**config.mk**
```make
export PLATFORM = sky130hd
export DESIGN_NAME = demux_4_32_reg
export DESIGN_NICKNAME = d
export VERILOG_FILES = /design/src/rtl/demux_4_32_reg.sv
export SDC_FILE = /design/constraint.sdc
export NUM_CORES = 1
export LEC_CHECK = 0
export CAP_MARGIN = 20
export CORE_MARGIN = 10
export CORE_UTILIZATION = 48
export DETAILED_ROUTE_END_ITERATION = 10
export GPL_ROUTABILITY_DRIVEN = 0
export PLACE_DENSITY = 0.93
export RECOVER_POWER = 100
export SLEW_MARGIN = 20
export SYNTH_ARGS = -nofsm -noshare
export SYNTH_HDL_FRONTEND = slang
export SYNTH_SLANG_ARGS = --single-unit
export TNS_END_PERCENT = 1
```
**constraint.sdc**
```tcl
create_clock -name clk -period 4.1 [get_ports clk]
set_clock_uncertainty 0.05 [all_clocks]
set_input_delay 0.82 -clock clk [delete_from_list [all_inputs] [get_ports clk]]
set_output_delay 0.82 -clock clk [all_outputs]
set_load 0.1 [all_outputs]
```
**src/rtl/demux_4_32_reg.sv**
```systemverilog
// -----------------------------------------------------------------------------
// demux_4_32_reg
//   Registered 1-to-4 demultiplexer with a per-channel valid/ready handshake.
//   A single producer stream is routed by `select` into one of four one-entry
//   holding registers. Each channel drains to its own consumer. A free-running
//   counter tracks how many input words have been accepted.
//
// Ports
//   clk         rising-edge clock
//   reset       synchronous, active-high reset
//   data_in     word to route (WIDTH)
//   select      destination channel 0..3, sampled with data_in
//   in_valid    producer offers data_in/select
//   in_ready    word is accepted this cycle (combinational)
//   enable      gates acceptance of new words; draining is unaffected
//   data_0..3   per-channel holding-register contents (WIDTH)
//   out_valid   bit n: data_n holds an undelivered word
//   out_ready   bit n: consumer n takes data_n this cycle
//   accept_cnt  accepted-word count, wraps modulo 2^CNT_W
//
// Build option
//   DEMUX_TRISTATE_OUT_EN : when defined, data_n floats to all-Z while
//   out_valid[n]=0. Register contents, handshake and counter are unchanged.
// -----------------------------------------------------------------------------

// One channel: a single holding register plus its valid flag.
module demux_4_32_reg_lane #(
  parameter int WIDTH = 32
) (
  input  logic             clk,
  input  logic             reset,
  input  logic             i_load,   // accept a new word into this channel
  input  logic [WIDTH-1:0] i_data,
  input  logic             i_ready,  // consumer takes the held word
  output logic             o_valid,
  output logic [WIDTH-1:0] o_data
);

  logic             r_valid;
  logic [WIDTH-1:0] r_data;

  // A load wins over a drain on the same edge: the consumer takes the old
  // word while the new one is written, so valid stays high (full rate).
  // Data is only written on load, so it holds steady while stalled and keeps
  // the last delivered word once the channel empties.
  always_ff @(posedge clk) begin
    if (reset) begin
      r_valid <= 1'b0;
      r_data  <= '0;
    end else if (i_load) begin
      r_valid <= 1'b1;
      r_data  <= i_data;
    end else if (i_ready) begin
      r_valid <= 1'b0;
    end
  end

  assign o_valid = r_valid;
  assign o_data  = r_data;

endmodule

module demux_4_32_reg #(
  parameter int WIDTH = 32,
  parameter int CNT_W = 16
) (
  input  logic             clk,
  input  logic             reset,
  input  logic [WIDTH-1:0] data_in,
  input  logic [1:0]       select,
  input  logic             in_valid,
  output logic             in_ready,
  input  logic             enable,
  output logic [WIDTH-1:0] data_0,
  output logic [WIDTH-1:0] data_1,
  output logic [WIDTH-1:0] data_2,
  output logic [WIDTH-1:0] data_3,
  output logic [3:0]       out_valid,
  input  logic [3:0]       out_ready,
  output logic [CNT_W-1:0] accept_cnt
);

  localparam int NUM_LANES = 4;

  logic [NUM_LANES-1:0]            w_lane_vld;
  logic [NUM_LANES-1:0][WIDTH-1:0] w_lane_data;
  logic [NUM_LANES-1:0]            w_load;
  logic                            w_sel_free;
  logic                            w_accept;
  logic [CNT_W-1:0]                r_cnt;

  // Only the selected channel matters: it can take a word if empty, or if
  // its consumer is draining it on this same edge.
  assign w_sel_free = ~w_lane_vld[select] | out_ready[select];
  assign in_ready   = enable & w_sel_free;

  // in_valid gates everything, so an undriven select/data_in while idle
  // never reaches any register.
  assign w_accept   = in_valid & in_ready;

  genvar g;
  generate
    for (g = 0; g < NUM_LANES; g++) begin : g_lane
      assign w_load[g] = w_accept & (select == 2'(g));

      demux_4_32_reg_lane #(.WIDTH(WIDTH)) u_lane (
        .clk     (clk),
        .reset   (reset),
        .i_load  (w_load[g]),
        .i_data  (data_in),
        .i_ready (out_ready[g]),
        .o_valid (w_lane_vld[g]),
        .o_data  (w_lane_data[g])
      );
    end
  endgenerate

  // Accepted-word counter; natural wrap from all-ones to zero.
  always_ff @(posedge clk) begin
    if (reset)         r_cnt <= '0;
    else if (w_accept) r_cnt <= r_cnt + 1'b1;
  end

  assign accept_cnt = r_cnt;
  assign out_valid  = w_lane_vld;

`ifdef DEMUX_TRISTATE_OUT_EN
  // Empty channels release their bus; the stored word is kept internally.
  assign data_0 = w_lane_vld[0] ? w_lane_data[0] : {WIDTH{1'bz}};
  assign data_1 = w_lane_vld[1] ? w_lane_data[1] : {WIDTH{1'bz}};
  assign data_2 = w_lane_vld[2] ? w_lane_data[2] : {WIDTH{1'bz}};
  assign data_3 = w_lane_vld[3] ? w_lane_data[3] : {WIDTH{1'bz}};
`else
  assign data_0 = w_lane_data[0];
  assign data_1 = w_lane_data[1];
  assign data_2 = w_lane_data[2];
  assign data_3 = w_lane_data[3];
`endif

endmodule

```
# [After elaboration in Yosys (flattened, before gate mapping)]
# Cells that the tools add are included.
[word_totals] regBits=148 latch_bits=0 mem_bits_rw=0 romBits=0 input_bits=42 out_inout_bits=149 n_memories=0
[op_classes] add_sub_neg=1 n_mul=0 div_mod_pow=0 magnitude_cmp=1 n_eq_ne=3 shifts=0 mux=12 bitwise_logic=8 n_reduce_logical=5
[ops] op="$add A16 B1 Y16 const B" count=1
[ops] op="$mux W1" count=10
[ops] op="$reduce_bool A2 Y1" count=4
[ops] op="$and A1 B1 Y1" count=6
[ops] op="$bmux W1 S2" count=2
[ops] op="$eq A2 B2 Y1 const B" count=2
[ops] op="$lt A2 B3 Y1 const B" count=1
[ops] op="$eq A2 B1 Y1 const B" count=1
[ops] op="$logic_not A2 Y1" count=1
[ops] op="$not A1 Y1" count=1
[ops] op="$or A1 B1 Y1" count=1

# [Logic depth before layout (Yosys ltp)]
# Gate-level depths: netlist of the first run.
[logic_depth] ltp_word=8 mapped_depth=6 ltp_nobuf=5

# [Modules after synthesis]
# A second synthesis of the first run with hierarchy kept.
[hier_totals] hier_cells=534 hier_area_um2=5647.9
[by_module_without_submodules] module="demux_4_32_reg_lane" instances=4 cells_per_inst=108 area_each_um2=1204.9 seq_area_each_um2=660.6
[by_module_without_submodules] module="demux_4_32_reg" instances=1 cells_per_inst=102 area_each_um2=828.3 seq_area_each_um2=320.3

# [Worst setup path after synthesis of the first run]
# OpenSTA, ideal clock, no wires.
[synth_path] path_type="input port to output port" startpoint="input out_ready[3]" endpoint="output in_ready" arrival_ps=2993 setup_slack_ps=237 cell_stages=5 path_cell_list="nor2b_1 -> mux4_2 -> buf_2 -> clkbuf_1 -> nor2_1"
[synth_via] elab_chain_cells=4
[synth_lines] item="start, declared" line_no="79" source="input logic [3:0] out_ready,"
[synth_lines] item="$bmux W1 S2" line_no="94" source="assign w_sel_free = ~w_lane_vld[select] | out_ready[select];"
[synth_lines] item="$mux W1 (not written as such)" line_no="94"
[synth_lines] item="$or A1 B1 Y1" line_no="94"
[synth_lines] item="$and A1 B1 Y1" line_no="95" source="assign in_ready = enable & w_sel_free;"
[synth_lines] item="end, declared" line_no="72" source="output logic in_ready,"
# No other way between the ends. The select of a mux whose other input is x is not followed.

# [Worst setup path after layout of the first run]
[layout_path] startpoint="input enable" endpoint="register g_lane[0].u_lane.r_data[20]"
[layout_via] elab_chain_cells=3
[layout_lines] item="start, declared" line_no="73" source="input logic enable,"
[layout_lines] item="$and A1 B1 Y1" line_no="95"
[layout_lines] item="$and A1 B1 Y1" line_no="99" source="assign w_accept = in_valid & in_ready;"
[layout_lines] item="$and A1 B1 Y1" line_no="104" source="assign w_load[g] = w_accept & (select == 2'(g));"
[layout_lines] item="end signal, assigned" line_no="52" source="r_data <= i_data;"
[layout_lines] item="end, declared" line_no="40" source="logic [WIDTH-1:0] r_data;"
# No other way between the ends.
# A chain may end at the register's enable or synchronous reset.

==> metrics.cfg, run 1 <==
[setup_path]
crit_path_top_delay_cell = clkbuf_1
critPathCaptureType = flip-flop
critPathMaxFanout = 32
crit_type = primary input to flip-flop
crit_path_end = g_lane[0].u_lane.o_data[20]
crit_chain = dlygate4sd3_1 > nand2_1 > or4_1 > clkbuf_1 > nand2_1 > a21oi_1
r2r_slack_ns = 1.61
max_stage_delay_ns = 1.22
cp-start-kind = primary input
r2r_end = g_lane[0].u_lane.o_data[20]
required_ns = 4.37
cp.arrival_ns = 3.67
r2r_cells = 5
startpoint = enable
crit_top_cell = nand2_1
reg2reg_from = g_lane[0].u_lane.o_valid

[clock_tree]
clock_sinks = 148
root_buffer = clkbuf_16
clkTransAtPathRegs_ns = 0.06
postCtsHoldBufs = 0
numCtsBuffers = 17
clockBufferDepth = 2
insertion_delay_ns = 0.40
post_cts_resized = 0
cts_tree = yes
cts_htree_levels = 4
cts_setup_buffers = 0

[run_status]
status = complete, but fails checks
violations = capacitance limit, slew limit

[global_routing]
grt_pass1_vias = 5174
grt_max_degree = 80
grtUsageMet2_pct = 36.4
grt_pass1_wl_um = 27900
use_met1_pct = 23.9
overflow = 0
grt_busiest_layer = met2
grt_usage_pct = 21.5
antenna_found_initial = 0
grt.met3_usage_pct = 8.64

[timing]
period_share_pct = 82.8
worst_pin_slew_ns = 1.69
setup_viol = 0
finalHoldViolCount = 0
period_minus_slack_ns = 3.39
setup_ws_ns = 0.707
rsz0062_at_grt = no
max_freq_ghz = 0.295
slew_violations = 33
slew-limit-headroom_pct = -12.7
setup_tns_ns = 0

[detailed_routing]
first_pass_iters = 5
routed-via-count = 5338
drc = 0
drt_wl_total_um = 17900
post_drt_wl_per_cell_um = 17.7
drt_iter0_drc = 524
via_per_inst = 5.30
antenna_left = 0

[die]
initial_utilization_pct = 49.3
die_w_um = 126
coreArea_sq_mm = 0.0109
die_area_sq_mm = 0.0159
die_height_um = 126
row_count = 38
boundaryPins = 191

[yosys]
yosysUniqueCellTypes = 25
ys_top_cells_by_count = nand2_1 (261), dfxtp_1 (148), a21oi_1 (141), clkbuf_1 (48), or4_1 (13)
synth-edff-count = 0
ys_warn_count = 0
syn_nets = 728
synth_area_sq_mm = 0.00539
synth_top_area_share_pct = 54.9
ys_ff_latch = 148
ys.flop_type = dfxtp_1
synth_area_leaders = dfxtp_1 (55%), nand2_1 (18%), a21oi_1 (13%)
ys_seq_area_share_pct = 54.9
async_flop_share_pct = 0
yosysTopAreaCell = dfxtp_1
synthCells = 685
syn_area_per_cell_sq_um = 7.87
yosysMostFrequentCell = nand2_1

[power_and_ir_drop]
max-vdd-ir-drop_mv = 0.368
power.density_mw_per_mm2 = 446
p_leak_nw = 3.18

[placement]
dp_hpwl_um = 12400
place_ws_ns = 0.837
numPortBuffers = 190

[finish]
n_antenna_cell = 0
syn2layout_area_growth_pct = 48.3
layout.nets = 898
drive_above_1_share_pct = 5.19

[run]
maxCapViolations = 1

[worst_hold_path]
min_path_type = flip-flop to flip-flop

==> metal layers <==
layer  up-vias  share of wire [%]
li1       2595                  -
met1      2536                 39
met2       181                 50
met3        26                8.1
met4         0                2.2
met5         -                  0
==> layout by cell type (no fill, tap or decap), types with 6 or more instances in the layout <==
master and count:
dlygate4sd3_1 151, clkbuf_16 17, dfxtp_1 148, clkdlybuf4s50_1 37, o31ai_1 10, buf_4 9
nor2b_1 7, or3_1 6, nor2_1 12, nand3_1 7, a21oi_1 141, clkbuf_1 8
or4_1 13, inv_1 7, nand2_1 262
==> area by class of cell <==
type / count / area [sq um]
fillers: 825 / 2940
multi-input cells: 475 / 2180
clock inverters: 10 / 169
flip-flops and latches: 148 / 2960
clock buffers: 21 / 470
well taps: 140 / 175
repair buffers: 206 / 2020
inverters: 7 / 26.3
==> cell families after synthesis <==
family          count (synthesis)  synth area share (%)
simple gates                  316                  24.2
compound gates                154                  14.8
flops                         148                  54.9
buf+inv                        62                  4.78
mux                             4                  1.04
fa+ha+maj                       1                 0.232
==> where the power goes <==
group | switching [mW] | leakage, nW | internal, mW | total [mW]
sequential | 0.0140 | 1.20 | 1.47 | 1.48
combinational | 0.322 | 1.68 | 0.0971 | 0.419
clock | 0.593 | 0.303 | 1.07 | 1.67
total | 0.930 | 3.18 | 2.64 | 3.57
==> sequential cells by signal, indices dropped and copies added, names as in the netlist <==
signal,cells
g_lane.u_lane.o_valid,4
g_lane.u_lane.o_data,128
accept_cnt,16
==> worst min-delay path by stage <==
stage                                start                     endpoint  slack, ns  cells after the start
4_1_cts        g_lane[2].u_lane.o_data[23]  g_lane[2].u_lane.o_data[23]       0.40                      2
2_1_floorplan     g_lane[0].u_lane.o_valid     g_lane[0].u_lane.o_valid       0.55                      3
5_1_grt         g_lane[0].u_lane.o_data[2]   g_lane[0].u_lane.o_data[2]       0.42                      2
3_5_place_dp   g_lane[1].u_lane.o_data[20]  g_lane[1].u_lane.o_data[20]       0.40                      2
3_3_place_gp   g_lane[2].u_lane.o_data[20]  g_lane[2].u_lane.o_data[20]       0.39                      2
6_report       g_lane[0].u_lane.o_data[26]  g_lane[0].u_lane.o_data[26]       0.40                      2
==> metrics by stage <==
step	utilization [%]	power, mW	std cells	instance area, sq um	hold slack, ns
finish	73.1	3.57	1007	8000	0.398
global route	73.1	3.67	1007	8000	0.421
CTS	73.5	3.60	1007	8040	0.403
detailed placement	67.7	1.94	976	7400	0.396
global placement	67.7	1.94	976	7400	0.390
floorplan	-	1.80	685	5390	0.554
==> worst max-delay path, delay by kind of cell <==
family                 cells  cell delay (ns)
AO/OA/AOI/OAI              1             0.22
buffers and inverters      2             1.81
AND/OR/NAND/NOR            3             0.80
Note: power is estimated with default switching activity, not from simulation.
==> run 2: changes to the inputs <==
--- a/config.mk
+++ b/config.mk
@@ -7,10 +7,10 @@
 export LEC_CHECK = 0
 export CAP_MARGIN = 20
 export CORE_MARGIN = 10
-export CORE_UTILIZATION = 48
+export CORE_UTILIZATION = 45
 export DETAILED_ROUTE_END_ITERATION = 10
 export GPL_ROUTABILITY_DRIVEN = 0
-export PLACE_DENSITY = 0.93
+export PLACE_DENSITY = 0.88
 export RECOVER_POWER = 100
 export SLEW_MARGIN = 20
 export SYNTH_ARGS = -nofsm -noshare
==> constraint.sdc (replaced) <==
create_clock -name clk -period 3.4 [get_ports clk]
set_clock_uncertainty 0.05 [all_clocks]
set_input_delay 0.68 -clock clk [delete_from_list [all_inputs] [get_ports clk]]
set_output_delay 0.68 -clock clk [all_outputs]
set_load 0.1 [all_outputs]
==> metrics.cfg, run 2 (synthesized netlist as in run 1, its figures left out) <==
[detailed_routing]
drt_wl_total_um = 17100
routed-via-count = 5203
antenna_left = 0
via_per_inst = 5.14
drt_iter0_drc = 385
drc = 0
first_pass_iters = 4
post_drt_wl_per_cell_um = 16.9

[clock_tree]
post_cts_resized = 0
clockBufferDepth = 2
cts_tree = yes
clock_sinks = 148
root_buffer = clkbuf_16
postCtsHoldBufs = 0
cts_htree_levels = 4
insertion_delay_ns = 0.41
clkTransAtPathRegs_ns = 0.06
cts_setup_buffers = 0
numCtsBuffers = 17

[finish]
layout.nets = 901
drive_above_1_share_pct = 5.40
n_antenna_cell = 0
final_cell_mix = nand2_1 (262), clkbuf_1 (158), dfxtp_1 (148), a21oi_1 (141), clkdlybuf4s50_1 (36)
largest_register_ffs = 128
fin_area_sq_mm = 0.00702
final_common_cell = nand2_1
syn2layout_area_growth_pct = 30.1

[placement]
numPortBuffers = 190
dp_hpwl_um = 12300
dpl_cell_area_sq_mm = 0.00706

[global_routing]
antenna_found_initial = 0
grt_max_degree = 74
grt_pass1_wl_um = 26300
grt_usage_pct = 19.8
grt_pass1_vias = 4976
overflow = 0

[setup_path]
cp-start-kind = primary input
required_ns = 2.67
crit_type = primary input to output port
critPathMaxFanout = 6
cp.arrival_ns = 2.22
r2r_end = accept_cnt[6]
reg2reg_from = g_lane[3].u_lane.o_valid
r2r_cells = 5
r2r_slack_ns = 0.97
critPathCaptureType = output port

[die]
initial_utilization_pct = 46.6
die_height_um = 129
coreArea_sq_mm = 0.0116
die_area_sq_mm = 0.0168
boundaryPins = 191
row_count = 39
die_w_um = 129

[timing]
slew_violations = 0
setup_viol = 0
slew-limit-headroom_pct = 16.6
worst_pin_slew_ns = 1.26
setup_tns_ns = 0
finalHoldViolCount = 0
rsz0062_at_grt = no
max_freq_ghz = 0.339
period_minus_slack_ns = 2.95
period_share_pct = 86.7

[run]
maxCapViolations = 0

[worst_hold_path]
holdPathStages = 2
min_path_type = flip-flop to flip-flop
min_delay_worst_endpoint = g_lane[1].u_lane.o_data[6]
min_from = g_lane[1].u_lane.o_data[6]

[power_and_ir_drop]
p_leak_nw = 2.33
max-vdd-ir-drop_mv = 0.476
power.density_mw_per_mm2 = 587

[run_status]
status = completed

## run 2: cell types whose count changed in the layout (fill, tap and decap cells not counted), moves of 2 or more
cell	before	now
clkbuf_8	3	1
dlygate4sd3_1	151	4
clkbuf_1	8	158
clkinvlp_4	3	1
buf_4	9	12
clkinv_2	0	5
inv_6	3	1
## run 2: worst max path at each step
stage                     slack (ns)        endpoint  cells after the start    startpoint
after floorplan                 0.28        in_ready                      5  out_ready[3]
final                           0.45        in_ready                      4     select[1]
after global routing            0.29   accept_cnt[6]                      6  out_ready[3]
after detailed placement        0.45  accept_cnt[15]                      5        enable
after CTS                       0.48        in_ready                      4     select[1]
after global placement          0.49   accept_cnt[5]                      5     select[1]
## run 2: cell type report
cell class	count	area, sq um
fillers	1126	4550
flip-flops and latches	148	2960
multi-input cells	475	2170
repair buffers	209	1100
clock buffers	21	450
well taps	143	179
clock inverters	10	131
inverters	7	26.3
## run 2: report_power, final
part           internal (mW)  switching, mW
logic                 0.0889          0.384
clock network           1.16          0.697
registers               1.77         0.0174
total                   3.02           1.10
## run 2: routing by layer
metal | vias to the layer above | GRT usage, % | part of all wire [%]
li1 | 2607 | - | -
met5 | - | 0 | 0
met3 | 24 | 7.83 | 9.1
met2 | 170 | 32.2 | 48
met1 | 2402 | 22.8 | 41
met4 | 0 | 8.60 | 1.8
## run 2: through the flow
stage	power, mW	instances	hold slack (ns)	util (%)	setup WS, ns
after floorplan	2.17	685	0.554	-	0.276
after global placement	2.33	982	0.392	61.1	0.486
after detailed placement	2.33	982	0.397	61.1	0.450
after CTS	4.19	1013	0.405	66.1	0.481
after global routing	4.24	1013	0.417	60.7	0.289
final	4.12	1013	0.401	60.7	0.451
## run 2: critical path, stage by stage
cell           delay, ns
dlygate4sd3_1       0.65
mux4_2              0.55
nor2_2              0.14
buf_12              0.19
==> run 3: changes to the inputs <==
--- a/config.mk
+++ b/config.mk
@@ -11,7 +11,7 @@
 export DETAILED_ROUTE_END_ITERATION = 10
 export GPL_ROUTABILITY_DRIVEN = 0
 export PLACE_DENSITY = 0.88
-export RECOVER_POWER = 100
+export RECOVER_POWER = 50
 export SLEW_MARGIN = 20
 export SYNTH_ARGS = -nofsm -noshare
 export SYNTH_HDL_FRONTEND = slang
==> metrics.cfg, run 3 (synthesized netlist as in run 1, its figures left out) <==
[global_routing]
antenna_found_initial = 0
overflow = 0
grt_pass1_vias = 4976
grt_usage_pct = 19.8
grt_max_degree = 74
grt_pass1_wl_um = 26300

[worst_hold_path]
min_from = g_lane[1].u_lane.o_data[6]
min_path_type = flip-flop to flip-flop
holdPathStages = 2

[die]
coreArea_sq_mm = 0.0116
die_area_sq_mm = 0.0168
initial_utilization_pct = 46.6
boundaryPins = 191
die_height_um = 129
row_count = 39
die_w_um = 129

[clock_tree]
cts_setup_buffers = 0
post_cts_resized = 0
numCtsBuffers = 17
clockBufferDepth = 2
cts_htree_levels = 4
cts_tree = yes
postCtsHoldBufs = 0
root_buffer = clkbuf_16
insertion_delay_ns = 0.41
clock_sinks = 148
clkTransAtPathRegs_ns = 0.05

[finish]
n_antenna_cell = 0
drive_above_1_share_pct = 6.67
syn2layout_area_growth_pct = 31.4
fin_area_sq_mm = 0.00709
largest_register_ffs = 128
fillerInstances = 1113
final_common_cell = nand2_1
layout.nets = 901
multi_input_area_sq_mm = 0.00220
regArea_sq_mm = 0.00296
final_cell_mix = nand2_1 (261), clkbuf_1 (151), dfxtp_1 (148), a21oi_1 (141), clkdlybuf4s50_1 (40)

[power_and_ir_drop]
finalPower_mw = 4.12
p_leak_nw = 2.37
power.density_mw_per_mm2 = 581
seqPwrFrac_pct = 43.4
comb_power_share_pct = 11.6
p_switching_mw = 1.09
switching_share_pct = 26.5
intPower_mw = 3.03
max-vdd-ir-drop_mv = 0.472
clkPwrFrac_pct = 45.0

[detailed_routing]
via_per_inst = 5.09
routed.top_layer = met4
routed-via-count = 5153
first_pass_iters = 5
post_drt_wl_per_cell_um = 16.8
dr_wl_met2_um = 8210
drt_wl_total_um = 17000
wl_met1_um = 6910
drc = 0
wl_met3_um = 1670
antenna_left = 0
drt_iter0_drc = 352

[timing]
slew-limit-headroom_pct = 16.4
period_minus_slack_ns = 2.91
hold_ws_ns = 0.400
worst_pin_slew_ns = 1.26
setup_tns_ns = 0
finalHoldViolCount = 0
setup_viol = 0
period_share_pct = 85.6
rsz0062_at_grt = no
slew_violations = 0
max_freq_ghz = 0.344

[setup_path]
crit_type = primary input to output port
critical-path-top-delay-family = buffers and inverters
path_depth = 4
crit_path_top_delay_cell = clkdlybuf4s50_1
critPathMaxFanout = 6
crit_buf_inv = 2
reg2reg_from = g_lane[3].u_lane.o_valid
cp-start-kind = primary input
max_stage_delay_ns = 0.60
crit_chain = clkdlybuf4s50_1 > mux4_2 > nor2_2 > buf_12
required_ns = 2.67
startpoint = select[1]
cp.arrival_ns = 2.18
r2r_cells = 5
r2r_slack_ns = 1.33
r2r_end = accept_cnt[5]
critPathCaptureType = output port
crit_path_end = in_ready

[run]
maxCapViolations = 0

[placement]
numPortBuffers = 190
dpl_cell_area_sq_mm = 0.00706
dp_hpwl_um = 12300

[run_status]
status = completed

run 3: cell types whose count changed in the layout (fill, tap and decap cells not counted), sizes merged:
cell and change:
clkdlybuf4s50 +4, dlygate4sd3 -4, buf +8, clkbuf -8
run 3: worst register-to-register path: cells and delay by family, from the launching register on:
| family | cells | cell delay [ns] |
|---|---|---|
| mux | 2 | 0.87 |
| buf+inv | 1 | 0.23 |
| simple gates | 2 | 0.50 |
| flops | 1 | 0.31 |
run 3: power groups by stage:
| stage | logic [mW] | clock network (mW) | registers [mW] |
|---|---|---|---|
| 2_1_floorplan | 0.108 | 0 | 2.06 |
| 3_5_place_dp | 0.509 | 0 | 1.82 |
| 4_1_cts | 0.510 | 1.89 | 1.79 |
| 6_report | 0.478 | 1.85 | 1.79 |
| 3_3_place_gp | 0.506 | 0 | 1.82 |
| 5_1_grt | 0.504 | 1.95 | 1.79 |
run 3: final cells by class:
| type | count | share of cell area [%] |
|---|---|---|
| Timing Repair Buffer | 209 | 16.1 |
| Inverter | 7 | 0.371 |
| Tap cell | 143 | 2.52 |
| Clock buffer | 21 | 6.35 |
| Sequential cell | 148 | 41.8 |
| Multi-Input combinational cell | 475 | 31.0 |
| Clock inverter | 10 | 1.85 |
run 3: how the worst min path moves through the flow:
stage and to:
4_1_cts g_lane[1].u_lane.o_data[20], 3_3_place_gp g_lane[0].u_lane.o_data[0], 6_report g_lane[1].u_lane.o_data[6], 3_5_place_dp g_lane[2].u_lane.o_data[26]
2_1_floorplan g_lane[0].u_lane.o_valid, 5_1_grt g_lane[2].u_lane.o_data[1]
run 3: per-layer routing:
layer / up-vias / GRT usage [%]
met4: 0 / 8.60
li1: 2604 / -
met2: 168 / 32.2
met5: - / 0
met1: 2365 / 22.8
met3: 16 / 7.83
run 3: through the flow:
stage / setup slack [ns] / util [%] / cells
2_1_floorplan: 0.276 / - / 685
3_3_place_gp: 0.486 / 61.1 / 982
3_5_place_dp: 0.450 / 61.1 / 982
4_1_cts: 0.481 / 66.1 / 1013
5_1_grt: 0.416 / 61.3 / 1013
6_report: 0.491 / 61.3 / 1013
